## src/rtl/sine_dds.sv

```systemverilog
// sine_dds: pipelined DDS sine oscillator (phase accumulator, quarter-wave ROM, quadrant fold).
// Define SINE_DDS_AMP_SCALE_EN to add an amplitude-scaling output stage; ROM is built at elaboration.
module sine_dds #(
   parameter int ACC_W      = 24,
   parameter int LUT_ADDR_W = 6,
   parameter int OUT_W      = 16,
   parameter int AMP_W      = 8
) (
   input  logic             clock,
   input  logic             reset,
   input  logic             sample_tick,
   input  logic [ACC_W-1:0] phase_inc,
   input  logic             phase_sync,
   input  logic [ACC_W-1:0] phase_offset,
   input  logic [AMP_W-1:0] amplitude,
   output logic [OUT_W-1:0] sine_out,
   output logic             sample_valid,
   output logic             wrap
);
   localparam int DEPTH = 2 ** LUT_ADDR_W;
   localparam int IDX_W = LUT_ADDR_W + 2;
   localparam logic [OUT_W-1:0] MID = {1'b1, {(OUT_W-1){1'b0}}};
   localparam logic signed [127:0] PI_Q60 = 128'sh3243F6A8885A308D;

   // Q60 Taylor series evaluated at elaboration, rounded as round(mid + (mid-1)*sin(theta))
   function automatic logic [DEPTH*OUT_W-1:0] gen_rom();
      logic signed [127:0] th, th2, term, sum;
      logic [DEPTH*OUT_W-1:0] r;
      r = '0;
      for (int k = 0; k < DEPTH; k++) begin
         th = (PI_Q60 * 128'(2 * k + 1)) >>> IDX_W;
         th2 = (th * th) >>> 60;
         term = th;
         sum = th;
         for (int n = 1; n < 16; n++) begin
            term = -((term * th2) >>> 60) / 128'(2 * n * (2 * n + 1));
            sum = sum + term;
         end
         r[k*OUT_W +: OUT_W] = OUT_W'(((128'sd1 <<< (OUT_W + 59)) + sum * ((128'sd1 <<< (OUT_W - 1)) - 128'sd1) + (128'sd1 <<< 59)) >>> 60);
      end
      return r;
   endfunction

   localparam logic [DEPTH*OUT_W-1:0] ROM = gen_rom();

   logic [ACC_W-1:0] acc_q, acc_d, p_d;
   logic [ACC_W:0] sum;
   logic [IDX_W-1:0] idx_q, idx_d;
   logic [LUT_ADDR_W-1:0] addr;
   logic [OUT_W-1:0] raw_q, raw_d;
   logic v0_q, w0_q, w0_d, v1_q, w1_q;

   always_comb begin
      p_d = phase_sync ? phase_offset : acc_q;
      sum = {1'b0, p_d} + {1'b0, phase_inc};
      acc_d = sample_tick ? sum[ACC_W-1:0] : p_d;
      w0_d = sample_tick & ~phase_sync & sum[ACC_W];
      idx_d = p_d[ACC_W-1 -: IDX_W];
      addr = idx_q[LUT_ADDR_W] ? ~idx_q[LUT_ADDR_W-1:0] : idx_q[LUT_ADDR_W-1:0];
      raw_d = v0_q ? ROM[int'(addr)*OUT_W +: OUT_W] ^ {OUT_W{idx_q[IDX_W-1]}} : raw_q;
   end

   always_ff @(posedge clock) begin
      if (reset) begin
         acc_q <= '0;
         idx_q <= '0;
         v0_q  <= 1'b0;
         w0_q  <= 1'b0;
         raw_q <= MID;
         v1_q  <= 1'b0;
         w1_q  <= 1'b0;
      end else begin
         acc_q <= acc_d;
         idx_q <= idx_d;
         v0_q  <= sample_tick;
         w0_q  <= w0_d;
         raw_q <= raw_d;
         v1_q  <= v0_q;
         w1_q  <= w0_q;
      end
   end

`ifdef SINE_DDS_AMP_SCALE_EN
   localparam int PW = OUT_W + AMP_W + 1;
   logic signed [PW-1:0] s_ext, a_ext, prod;
   logic [OUT_W-1:0] y, out_q, out_d;
   logic v2_q, w2_q;

   // offset binary -> two's complement by MSB inversion, scale, and back
   always_comb begin
      s_ext = {{(AMP_W+1){~raw_q[OUT_W-1]}}, ~raw_q[OUT_W-1], raw_q[OUT_W-2:0]};
      a_ext = {{(OUT_W+1){1'b0}}, amplitude};
      prod = s_ext * a_ext;
      y = OUT_W'(prod >>> AMP_W);
      out_d = v1_q ? {~y[OUT_W-1], y[OUT_W-2:0]} : out_q;
   end

   always_ff @(posedge clock) begin
      if (reset) begin
         out_q <= MID;
         v2_q  <= 1'b0;
         w2_q  <= 1'b0;
      end else begin
         out_q <= out_d;
         v2_q  <= v1_q;
         w2_q  <= w1_q;
      end
   end

   assign sine_out     = out_q;
   assign sample_valid = v2_q;
   assign wrap         = w2_q;
`else
   logic unused_amp;
   assign unused_amp   = ^amplitude;
   assign sine_out     = raw_q;
   assign sample_valid = v1_q;
   assign wrap         = w1_q;
`endif
endmodule

```

## config.mk

```make
export PLATFORM = sky130hd
export DESIGN_NAME = sine_dds
export DESIGN_NICKNAME = d
export VERILOG_FILES = /design/src/rtl/sine_dds.sv
export SDC_FILE = /design/constraint.sdc
export NUM_CORES = 1
export LEC_CHECK = 0
export BUFFER_PORTS_ARGS = -buffer_cell sky130_fd_sc_hd__clkbuf_2
export CORE_MARGIN = 2
export CORE_UTILIZATION = 42
export DETAILED_ROUTE_END_ITERATION = 12
export GPL_TIMING_DRIVEN = 0
export PLACE_DENSITY = 0.63
export SETUP_SLACK_MARGIN = 0.4
export SYNTH_ARGS = -nofsm -noshare
export SYNTH_HDL_FRONTEND = slang
export SYNTH_SLANG_ARGS = --single-unit
```

## constraint.sdc

```tcl
create_clock -name clock -period 6.8 [get_ports clock]
set_input_delay 0.34 -clock clock [delete_from_list [all_inputs] [get_ports clock]]
set_output_delay 0.34 -clock clock [all_outputs]
set_load 0.01 [all_outputs]
```

# Word level (Yosys, flattened, before mapping)
# Cells that the tools add are included.
[op_classes]
n_addsub = 1
shift = 1
muxes = 3
n_bitwise = 5
[ops]
columns = ["cell", "count"]
rows = [
  ["$shiftx A1024 B11 Y16 const A", 1],
  ["$mux W24", 2],
  ["$add A24 B24 Y25", 1],
  ["$xor A16 B16 Y16", 1],
  ["$mux W6", 1],
  ["$not A6 Y6", 1],
  ["$and A1 B1 Y1", 2],
  ["$not A1 Y1", 1],
]
[word_totals]
register_bits = 52
in_bits = 60
output_inout_bits = 18
word_cells = 17

# Longest topological paths before layout
# Gate-level depths: netlist (run 1).
[logic_depth]
depth_word = 4
depth_mapped = 13
mapped_depth_nobuf = 10

# Worst setup path after synthesis (run 1)
# No wires, ideal clock.
[synth_path]
kind = "input port to flip-flop"
startpoint = "input phase_sync"
endpoint = "register acc_q[22]"
t_arrival_ns = 3.059
required_ns = 6.673
path_slack_ns = 3.614
path_stages = 10
path_cell_list = "clkbuf_1 -> buf_1 -> mux2_2 -> ha_1 -> nand2_1 -> or3_1 -> a31o_2 -> a2111oi_1 -> or4_1 -> nand3_1"
[synth_via]
elab_chain_cells = 3
[synth_lines]
columns = ["element", "line_no", "text"]
rows = [
  ["start, declared", "13", "input logic phase_sync,"],
  ["$mux W24 *", "54", "p_d = phase_sync ? phase_offset : acc_q;"],
  ["$add A24 B24 Y25", "55", "sum = {1'b0, p_d} + {1'b0, phase_inc};"],
  ["$mux W24 *", "56", "acc_d = sample_tick ? sum[ACC_W-1:0] : p_d;"],
  ["end signal, assigned", "65", "acc_q <= '0;"],
  ["end signal, assigned", "73", "acc_q <= acc_d;"],
  ["end, declared", "46", "logic [ACC_W-1:0] acc_q, acc_d, p_d;"],
]
# Mark *: on every way between the ends. The rest lies on a longest branch, timed or not.
# A chain may end at the register's enable or synchronous reset.

# Worst setup path after layout (run 1)
[layout_path]
startpoint = "register idx_q[6]"
endpoint = "register raw_q[1] (netlist: sine_out[1])"
[layout_via]
elab_chain_cells = 3
[layout_lines]
columns = ["element", "line_no", "text"]
rows = [
  ["start, declared", "48", "logic [IDX_W-1:0] idx_q, idx_d;"],
  ["start signal, assigned", "74", "idx_q <= idx_d;"],
  ["$mux W6", "59", "addr = idx_q[LUT_ADDR_W] ? ~idx_q[LUT_ADDR_W-1:0] : idx_q[LUT_ADDR_W-1:0];"],
  ["$shiftx A1024 B11 Y16", "60", "raw_d = v0_q ? ROM[int'(addr)*OUT_W +: OUT_W] ^ {OUT_W{idx_q[IDX_W-1]}} : raw_q;"],
  ["$xor A16 B16 Y16", "60", ""],
  ["end signal, assigned", "77", "raw_q <= raw_d;"],
  ["end, declared", "50", "logic [OUT_W-1:0] raw_q, raw_d;"],
]
# Every way passes these cells.

==> metrics.csv, run 1 <==
metric,value,unit
layout.nets,950,
reg2reg_depth,12,
power_leakage,2.60,nW
via_count_of_the_first_global_routing_pass,6202,
dr.pass1.iters,6,
hold_ws,352,ps
routed_wire_length_per_instance,20.5,um
final_hold_violating_endpoints,0,
critical_path_top_delay_cell,xnor2_1,
fmax,0.254,GHz
cp.arrival,4170,ps
number_of_antenna_cells_inserted,0,
postSynthNetCount,875,
regToRegStartpoint,idx_q[6],
timing.reg2reg.setup_slack,2860,ps
cts_post_setup_buffers_inserted,0,
worstHoldPathCells,3,
maxCapViolations,0,
drt_drc_violations_left,0,
max_slew_margin,29.7,%
rows,42,
power-per-cell-area,211,nW/um^2
antenna_found_initial,0,
skew,15.5,ps
grt_overflow,0,
worst_pin_slew,1050,ps
yosysTopAreaCellShare,17.9,%
crit_path_start_kind,flip-flop,
final.setup.tns,0,ps
worst_path_largest_cell_delay,650,ps
peakVddDrop,105,uV
drtAntennaViolNets,0,
synthesis.area,5810,um^2
ys.warnings.count,0,
drive_above_1_share,16.1,%
period_needed,3940,ps
num_clock_sinks,52,
timing.critical_path.required,7020,ps
cp-end-kind,flip-flop,
ys.flop_type,dfxtp_1,
initialDrtViolationCount,864,
cts_buffers,5,
dp_hpwl,15900,um
cts_tree,yes,
top_cells_by_area_in_the_synthesized_netlist,"dfxtp_1 18%, ha_1 7.3%, nand2_1 4.8%, mux2_2 4.7%, nor2_1 4.5%",
hold_class,input pin to flip-flop,
report.final.setup_viol,0,
design.portCount,78,
critical_path_cell_by_cell,buf_6 > buf_6 > buf_4 > xnor2_1 > inv_1 > ha_1 > clkbuf_1 > mux4_2 > o31ai_1 > o221ai_1 > mux2i_1 > nor3_1,
number_of_enable_flip_flop_cells_after_synthesis,0,
cts_hold_buf,0,
timing.critical_path.max_delay_family,buffers and inverters,
globalRouteTotalUtil,28.9,%
crit_type,flip-flop to flip-flop,
number_of_instances_in_the_synthesized_netlist,780,
synth.lib_cells_used.distinct,85,
ys_ff_latch,52,
grt_max_degree,17,
post-place-ws,2780,ps
worst_setup_hold_path_clk_slew,80,ps
cp_common_cell,buf_6,
area_growth_from_synthesis_to_final_layout,12.2,%
rsz_0062_raised_after_global_routing,false,
postSynth.asyncResetShare,0,%
floorplan.initialDensity,43.5,%
holdCritStartpoint,phase_offset[20],
outcome,finished clean,
via_count,6610,
mostFrequentLayoutCells,"75 x nand2_1, 69 x nor2_1, 68 x clkbuf_2, 52 x dfxtp_1, 50 x a21oi_1",
port-buffer-count,68,
most_common_library_cell_in_the_layout_ignoring_fill_and_taps,nand2_1,
die-height,122,um
rr_endpoint,sine_out[1],
slew_viol_final,0,
cts_max_path_buffers,2,
finalCritPeriodShare,58.0,%
clk-insertion-delay-late,310,ps
core_area,13300,um^2
min_to,idx_q[4],
routabilityCongestion,1.03,
synth_seq_area_share,17.9,%
routed_wl,21100,um
cts-htree-levels,2,
wire_length_of_the_first_global_routing_pass,33600,um
dieArea,14800,um^2
cts_resized,0,
postLayoutSetupSlackWorst,2860,ps
clk_root_buffer_cell,clkbuf_16,
post-synth-top-area-cell,dfxtp_1,
post_drt_via_cell_ratio,6.41,
buf_inv_on_cp,5,
die_width,122,um
post_synth.cell_area_avg,7.44,um^2
crit_path_max_fanout,10,
-- worst max path at each step --
stage	start	cells past startpoint	slack [ps]	end
after global routing	idx_q[6]	12	2690	sine_out[8]
after CTS	idx_q[6]	12	2980	sine_out[8]
after global placement	phase_sync	10	2790	acc_q[22]
final	idx_q[6]	12	2860	sine_out[1]
after floorplan	phase_sync	10	3610	acc_q[22]
after detailed placement	phase_sync	12	2780	acc_q[22]
-- metrics by stage --
| step | utilization (%) | std cells | cell area, um^2 | total power, W |
|---|---|---|---|---|
| 2_1_floorplan | - | 780 | 5810 | 0.000894 |
| 3_3_place_gp | 47.7 | 1024 | 6370 | 0.00111 |
| 3_5_place_dp | 47.7 | 1024 | 6370 | 0.00110 |
| 4_1_cts | 48.8 | 1032 | 6510 | 0.00136 |
| 5_1_grt | 48.8 | 1032 | 6510 | 0.00146 |
| 6_report | 48.8 | 1032 | 6510 | 0.00138 |
-- layer usage --
| layer | GRT usage, % | up-vias | share of wire (%) |
|---|---|---|---|
| li1 | - | 3086 | - |
| met1 | 38.6 | 3058 | 41 |
| met2 | 47.0 | 398 | 46 |
| met3 | 3.98 | 68 | 8.7 |
| met4 | 12.1 | 0 | 4.3 |
| met5 | 0 | - | 0 |
-- power by group --
part / switching, W / internal, W
Clock: 0.000124 / 0.000138
Combinational: 0.000480 / 0.000281
Sequential: 0.0000138 / 0.000340
-- tightest hold or removal path, cell delays in order --
cell and delay, ps:
clkbuf_2 70, mux2i_1 110, nor2_1 100
-- final cells by class --
cell class | instances | area (um^2)
Multi-Input combinational cell | 647 | 4400
Tap cell | 176 | 220
Inverter | 21 | 78.8
Clock buffer | 6 | 129
Sequential cell | 52 | 1040
Buffer | 60 | 288
Clock inverter | 2 | 16.3
Fill cell | 1374 | 6840
Timing Repair Buffer | 68 | 340
-- cell usage after synthesis (all sizes together), types with 11 or more instances --
master and n:
a211oi 14, a21o 12, a21oi 50, a31oi 11, and2 13, buf 26, clkbuf 34, dfxtp 52
ha 34, inv 20, mux2 24, mux2i 16, nand2 75, nand2b 28, nand3 29, nor2 69
nor3 20, o211ai 15, o21ai 43, xnor2 13
-- cell families (layout without fill, tap and decap cells) --
group                    Yosys count  in the layout  share of synthesized area, %
buffers and inverters             81            157                          6.31
multiplexers                      42             42                          8.19
XOR/XNOR                          23             23                          4.44
AND/OR/NAND/NOR                  297            297                          25.3
flip-flops                        52             52                          17.9
AO/OA/AOI/OAI                    250            250                          30.1
adder cells (fa/ha/maj)           35             35                          7.67
-- state kept, by name (all words and copies together) (netlist names) --
name          cells
w0_q              1
sample_valid      1
sine_out         16
wrap              1
v0_q              1
idx_q             8
acc_q            24
Note: power is estimated with default switching activity, not from simulation.
==> run 2: changes to the inputs <==
--- a/config.mk
+++ b/config.mk
@@ -5,12 +5,13 @@
 export SDC_FILE = /design/constraint.sdc
 export NUM_CORES = 1
 export LEC_CHECK = 0
+export ABC_AREA = 1
 export BUFFER_PORTS_ARGS = -buffer_cell sky130_fd_sc_hd__clkbuf_2
 export CORE_MARGIN = 2
 export CORE_UTILIZATION = 42
 export DETAILED_ROUTE_END_ITERATION = 12
 export GPL_TIMING_DRIVEN = 0
-export PLACE_DENSITY = 0.63
+export PLACE_DENSITY = 0.66
 export SETUP_SLACK_MARGIN = 0.4
 export SYNTH_ARGS = -nofsm -noshare
 export SYNTH_HDL_FRONTEND = slang
==> constraint.sdc (replaced) <==
create_clock -name clock -period 3.55 [get_ports clock]
set_input_delay 0.1775 -clock clock [delete_from_list [all_inputs] [get_ports clock]]
set_output_delay 0.1775 -clock clock [all_outputs]
set_load 0.01 [all_outputs]
==> metrics.csv, run 2 <==
metric,value,unit,change
cts_post_setup_buffers_inserted,0,,unchanged
dr.pass1.iters,5,,-1
final.fill_count,1325,,-3.6%
via_count_of_the_first_global_routing_pass,5385,,-13%
max_slew_margin,55.7,%,+26 points
area_used_by_multi_input_combinational_logic,3490,um^2,-21%
cts_hold_buf,0,,unchanged
most_common_library_cell_in_the_layout_ignoring_fill_and_taps,nand2_1,,
period_needed,2780,ps,
dieArea,13200,um^2,-10%
routed_wire_length_per_instance,15.5,um,-24%
postSynth.asyncResetShare,0,%,unchanged
postSynthNetCount,966,,+10%
drive_above_1_share,14.3,%,-1.9 points
routed_wl,17000,um,-20%
initialDrtViolationCount,499,,-42%
antenna_found_initial,0,,unchanged
port-buffer-count,67,,-1.5%
slew_viol_final,0,,unchanged
synth_commonest_cells,"255 x nand2_1, 106 x inv_1, 103 x nand3_1",,
area.sequential,1040,um^2,unchanged
globalRouteTotalUtil,26.3,%,-2.7 points
rsz_0062_raised_after_global_routing,false,,
number_of_antenna_cells_inserted,0,,unchanged
clk_root_buffer_cell,clkbuf_16,,
rows,40,,-4.8%
number_of_instances_in_the_synthesized_netlist,871,,+12%
ys_ff_latch,52,,unchanged
grt_max_degree,19,,+2
top_register,acc_q,,
yosysTopAreaCellShare,20.1,%,+2.2 points
crit_path_max_fanout,10,,unchanged
layout.core_utilization,48.7,%,-0.063 points
die_width,115,um,-5.4%
worst_setup_hold_path_clk_slew,80,ps,about the same
crit_type,input pin to flip-flop,,
top_cells_by_area_in_the_synthesized_netlist,"dfxtp_1 20%, nand2_1 18%, nand3_1 10%, ha_1 8.2%, inv_1 7.7%",,
drtAntennaViolNets,0,,unchanged
crit_path_start_kind,input pin,,
cts_buffers,5,,unchanged
core_area,12000,um^2,-10%
synth.lib_cells_used.distinct,40,,-53%
cts_max_path_buffers,2,,unchanged
cp.arrival,3000,ps,-1170 ps
cts_tree,yes,,
mostFrequentLayoutCells,"255 x nand2_1, 106 x inv_1, 103 x nand3_1, 77 x nor2_1, 68 x clkbuf_2",,
worst_pin_slew,665,ps,-382 ps
skew,6.80,ps,-8.66 ps
routabilityCongestion,1.02,,-0.87%
outcome,finished clean,,
floorplan.initialDensity,43.1,%,-0.39 points
critical_path_top_delay_cell,fa_1,,
worst_path_largest_cell_delay,390,ps,-260 ps
post_synth.cell_area_avg,5.94,um^2,-20%
via_count,5879,,-11%
power_leakage,3.12,nW,+20%
post-synth-top-area-cell,dfxtp_1,,
fmax,0.359,GHz,
cts-htree-levels,2,,unchanged
critical_path_cell_by_cell,clkbuf_2 > clkbuf_4 > buf_2 > o21ai_0 > inv_1 > ha_1 > inv_1 > fa_1 > nand3b_1 > nand2_1 > a21oi_1 > o21bai_1 > nand2_1 > nand3_1 > nand3_1 > nand2_1 > inv_1,,
hold_class,input pin to flip-flop,,
largest_reg_flops,24,,unchanged
cp-end-kind,flip-flop,,
final.setup.tns,0,ps,unchanged
ys.flop_type,dfxtp_1,,
final_hold_violating_endpoints,0,,unchanged
synthesis.area,5180,um^2,-11%
timing.reg2reg.setup_slack,1030,ps,-1830 ps
wire_length_of_the_first_global_routing_pass,27400,um,-18%
clk-insertion-delay-late,310,ps,about the same
area_growth_from_synthesis_to_final_layout,13.0,%,
synth_seq_area_share,20.1,%,+2.2 points
peakVddDrop,176,uV,+68%
layout.nets,1040,,+9.5%
maxCapViolations,0,,unchanged
number_of_enable_flip_flop_cells_after_synthesis,0,,unchanged
timing.critical_path.required,3760,ps,-3260 ps
drt_drc_violations_left,0,,unchanged
design.portCount,78,,unchanged
finalCritPeriodShare,78.4,%,
grt_overflow,0,,unchanged
report.final.setup_viol,0,,unchanged
die-height,115,um,-5.4%
power-per-cell-area,421,nW/um^2,+99%
post_drt_via_cell_ratio,5.38,,-16%
dp_hpwl,13600,um,-15%
most_repeated_cell_in_the_gate_level_netlist_after_synthesis,nand2_1,,
ys.warnings.count,0,,unchanged
num_clock_sinks,52,,unchanged
-- run 2: cell types whose count changed in the layout (fill, tap and decap cells not counted), moves of 13 or more --
cell | previous run | this run
mux2_2 | 24 | 7
mux2i_1 | 16 | 0
o21ai_0 | 32 | 65
nand2b_1 | 27 | 0
nand3_1 | 29 | 103
nand2_2 | 0 | 13
a211oi_1 | 14 | 0
clkbuf_1 | 35 | 6
and2_1 | 13 | 0
inv_1 | 17 | 106
nand2_1 | 75 | 255
o211ai_1 | 15 | 2
nor3_1 | 20 | 6
-- run 2: worst paths after layout --
path                 from          end  cells after the start
max            phase_sync    acc_q[18]                     17
min          phase_inc[0]     acc_q[0]                      4
max reg2reg      idx_q[6]  sine_out[3]                     14
min reg2reg          w0_q         wrap                      2
-- run 2: cells by family (layout without fill, tap and decap cells) --
kind of cell	after synthesis	in the layout	synth area share (%)
buffers and inverters	144	219	12.4
adder cells (fa/ha/maj)	35	35	8.60
XOR/XNOR	11	11	2.22
flip-flops	52	52	20.1
AND/OR/NAND/NOR	481	481	40.6
AO/OA/AOI/OAI	141	141	14.5
multiplexers	7	7	1.52
-- run 2: final cells by class --
type	instances	area share [%]
buffer	31	3.74
clock buffer	5	2.14
timing repair buffer	67	5.73
tap	147	3.14
sequential	52	17.8
inverter	113	7.33
multi-input combinational	675	59.7
clock inverter	3	0.449
-- run 2: worst max-delay path: cells and delay by family --
| family | cells | cell delay, ps |
|---|---|---|
| buf+inv | 6 | 900 |
| simple gates | 6 | 780 |
| compound gates | 3 | 600 |
| fa+ha+maj | 2 | 550 |
-- run 2: where the power goes --
group	internal, W	total, W	leakage [nW]	switching (W)
Combinational	0.000432	0.00127	2.62	0.000834
Sequential	0.000647	0.000668	0.432	0.0000218
Clock	0.000268	0.000527	0.0680	0.000259
Total	0.00135	0.00246	3.12	0.00112
-- run 2: through the flow --
stage	cell area (um^2)	hold slack (ps)	setup slack, ps	total power (W)	std cells
after floorplan	5180	356	1050	0.00159	871
after global placement	5700	401	259	0.00193	1085
after detailed placement	5700	405	274	0.00192	1085
after CTS	5850	198	564	0.00245	1093
after global routing	5850	243	523	0.00264	1093
final	5850	196	765	0.00246	1093
-- run 2: per-layer routing --
layer | track usage (%) | vias to the layer above | part of all wire, %
met1 | 37.4 | 2637 | 47
met2 | 40.1 | 224 | 43
met4 | 10.4 | 0 | 3.1
met5 | 0 | - | 0
met3 | 3.58 | 43 | 7.5
li1 | - | 2975 | -
-- run 2: repair_timing --
| action | CTS | global route |
|---|---|---|
| hold endpoints to repair | 0 | 0 |
| setup endpoints to repair | 0 | 1 |
| gates resized for setup | 0 | 3 |
==> run 3: changes to the inputs <==
--- a/config.mk
+++ b/config.mk
@@ -5,13 +5,13 @@
 export SDC_FILE = /design/constraint.sdc
 export NUM_CORES = 1
 export LEC_CHECK = 0
-export ABC_AREA = 1
+export ABC_AREA = 0
 export BUFFER_PORTS_ARGS = -buffer_cell sky130_fd_sc_hd__clkbuf_2
 export CORE_MARGIN = 2
 export CORE_UTILIZATION = 42
 export DETAILED_ROUTE_END_ITERATION = 12
 export GPL_TIMING_DRIVEN = 0
-export PLACE_DENSITY = 0.66
+export PLACE_DENSITY = 0.63
 export SETUP_SLACK_MARGIN = 0.4
 export SYNTH_ARGS = -nofsm -noshare
 export SYNTH_HDL_FRONTEND = slang
==> constraint.sdc (replaced) <==
create_clock -name clock -period 2.75 [get_ports clock]
set_input_delay 0.1375 -clock clock [delete_from_list [all_inputs] [get_ports clock]]
set_output_delay 0.1375 -clock clock [all_outputs]
set_load 0.01 [all_outputs]
==> metrics.csv, run 3 (synthesis results as in run 1) <==
metric,value,unit,change
outcome,finished clean,,
rows,42,,+5.0%
post-layout-total-power,0.00423,W,+72%
holdCritStartpoint,phase_offset[11],,
power.combinational.fraction,62.8,%,+11 points
globalRouteTotalUtil,32.5,%,+6.2 points
crit_path_max_fanout,5,,-5
worst_pin_slew,760,ps,+94.8 ps
core_area,13300,um^2,+11%
die_width,122,um,+5.7%
antenna_found_initial,0,,unchanged
cp-end-kind,flip-flop,,
drive_above_1_share,34.6,%,+20 points
final.setup.tns,0,ps,unchanged
top_register,acc_q,,
rr_endpoint,sine_out[4],,
cts_hold_buf,0,,unchanged
design.portCount,78,,unchanged
cts_buffers,5,,unchanged
min_to,acc_q[11],,
reg2reg_depth,12,,-2
fmax,0.365,GHz,
via_count_of_the_first_global_routing_pass,6770,,+26%
regToRegStartpoint,idx_q[6],,
switching_share,44.2,%,-1.2 points
largest_reg_flops,24,,unchanged
hold_ws,185,ps,-10.9 ps
rsz_0062_raised_after_global_routing,true,,
finalCritPeriodShare,99.5,%,
initialDrtViolationCount,774,,+55%
grt_overflow,0,,unchanged
clk_root_buffer_cell,clkbuf_16,,
final_hold_violating_endpoints,0,,unchanged
post-route-cell-area,8010,um^2,+37%
floorplan.initialDensity,43.5,%,+0.39 points
area_growth_from_synthesis_to_final_layout,38.0,%,
seqPwrFrac,20.9,%,-6.2 points
report.final.setup_viol,0,,unchanged
worstHoldPathCells,4,,unchanged
cp.arrival,2960,ps,-40 ps
power_leakage,3.13,nW,+0.29%
cts_max_path_buffers,2,,unchanged
cell_internal_pwr,0.00236,W,+75%
dp_hpwl,17600,um,+29%
drtAntennaViolNets,0,,unchanged
slew_viol_final,0,,unchanged
global_route.usage.met1,37.6,%,+0.17 points
routed_wl,24700,um,+45%
maxCapViolations,0,,unchanged
dpl-instance-area,6730,um^2,+18%
layout.nets,994,,-4.4%
max_slew_margin,49.1,%,-6.6 points
grt-busiest-layer,met2,,
peakVddDrop,282,uV,+60%
crit_path_start_kind,flip-flop,,
grt.met3_usage,5.81,%,+2.2 points
die-height,122,um,+5.7%
timing.critical_path.required,2980,ps,-780 ps
drt_drc_violations_left,0,,unchanged
cts-htree-levels,2,,unchanged
number_of_antenna_cells_inserted,0,,unchanged
timing.reg2reg.setup_slack,10,ps,-1020 ps
crit_type,flip-flop to flip-flop,,
wire_length_of_the_first_global_routing_pass,36800,um,+34%
dieArea,14800,um^2,+12%
via_count,7067,,+20%
grt_use_met2,55.4,%,+15 points
cts_tree,yes,,
grt_max_degree,17,,-2
worst_setup_hold_path_clk_slew,80,ps,about the same
hold_class,input pin to flip-flop,,
skew,16.1,ps,+9.26 ps
post_drt_via_cell_ratio,6.57,,+22%
final.fill_count,1193,,-10%
most_common_library_cell_in_the_layout_ignoring_fill_and_taps,clkbuf_2,,
routed_wire_length_per_instance,22.9,um,+48%
dr.pass1.iters,6,,+1
mostFrequentLayoutCells,"77 x clkbuf_2, 72 x nand2_1, 64 x nor2_1, 49 x dfxtp_1, 39 x buf_4",,
port-buffer-count,68,,+1.5%
routabilityCongestion,1.04,,+2.8%
clk-insertion-delay-late,310,ps,about the same
power-per-cell-area,528,nW/um^2,+25%
num_clock_sinks,52,,unchanged
p_switching,0.00187,W,+67%
crit_start,idx_q[6],,
share_clk_of_total_power,16.3,%,-5.1 points
period_needed,2740,ps,
[run 3: cell count changes in the layout (fill, tap and decap cells not counted), moves of 16 or more]
cell      before  now
o21ai_0       65   27
inv_1        106   13
nand3_1      103   27
ha_4           0   16
nand2b_1       0   26
nand2_1      255   72
buf_4          0   39
ha_1          34   15
a21oi_1       55   37
[run 3: power groups by stage]
stage / sequential (W) / clock (W) / combinational, W
2_1_floorplan: 0.000899 / 0 / 0.00143
3_3_place_gp: 0.000895 / 0 / 0.00198
3_5_place_dp: 0.000898 / 0 / 0.00199
4_1_cts: 0.000881 / 0.000704 / 0.00232
5_1_grt: 0.000890 / 0.000727 / 0.00279
6_report: 0.000882 / 0.000690 / 0.00266
[run 3: area by class of cell]
cell class	count	area (um^2)	area share, %
clock buffer	6	139	1.73
multi-input combinational	647	5230	65.3
buffer	60	538	6.71
sequential	52	1040	13.0
clock inverter	2	13.8	0.172
timing repair buffer	112	738	9.21
tap	176	220	2.75
inverter	21	87.6	1.09
[run 3: routing by layer]
layer | part of all wire (%) | vias up
met4 | 5.6 | 0
met2 | 49 | 468
met1 | 37 | 3335
met5 | 0 | -
li1 | - | 3172
met3 | 8.6 | 92
[run 3: what timing repair did]
action | in CTS | in global routing
pin swaps | 39 | 30
resized for setup | 85 | 81
buffers inserted | 32 | 11
endpoints found under the setup margin | 21 | 26
gates cloned | 1 | 0
hold endpoints to repair | 0 | 0
[run 3: worst max-delay path, stage by stage (launching register included)]
cell and delay, ps:
dfxtp_2 330, buf_12 120, buf_12 120, xor2_4 270, buf_6 190, ha_4 150, clkbuf_16 160, nor2_2 50
o32ai_4 320, o32ai_1 130, o21a_1 220, or3_1 320, a311oi_2 260
[run 3: worst max-delay path by stage]
stage | to | slack (ps) | depth (start not counted)
after floorplan | sine_out[1] | 220 | 12
after global placement | sine_out[4] | -350 | 10
after detailed placement | sine_out[4] | -370 | 10
after CTS | sine_out[1] | 40 | 12
after global routing | sine_out[4] | -60 | 12
final | sine_out[4] | 10 | 12
[run 3: through the flow]
step | instances | utilization, % | setup slack, ps
2_1_floorplan | 780 | - | 225
3_3_place_gp | 1024 | 50.4 | -350
3_5_place_dp | 1024 | 50.4 | -370
4_1_cts | 1065 | 56.8 | 39.5
5_1_grt | 1076 | 60.0 | -62.4
6_report | 1076 | 60.0 | 13.9
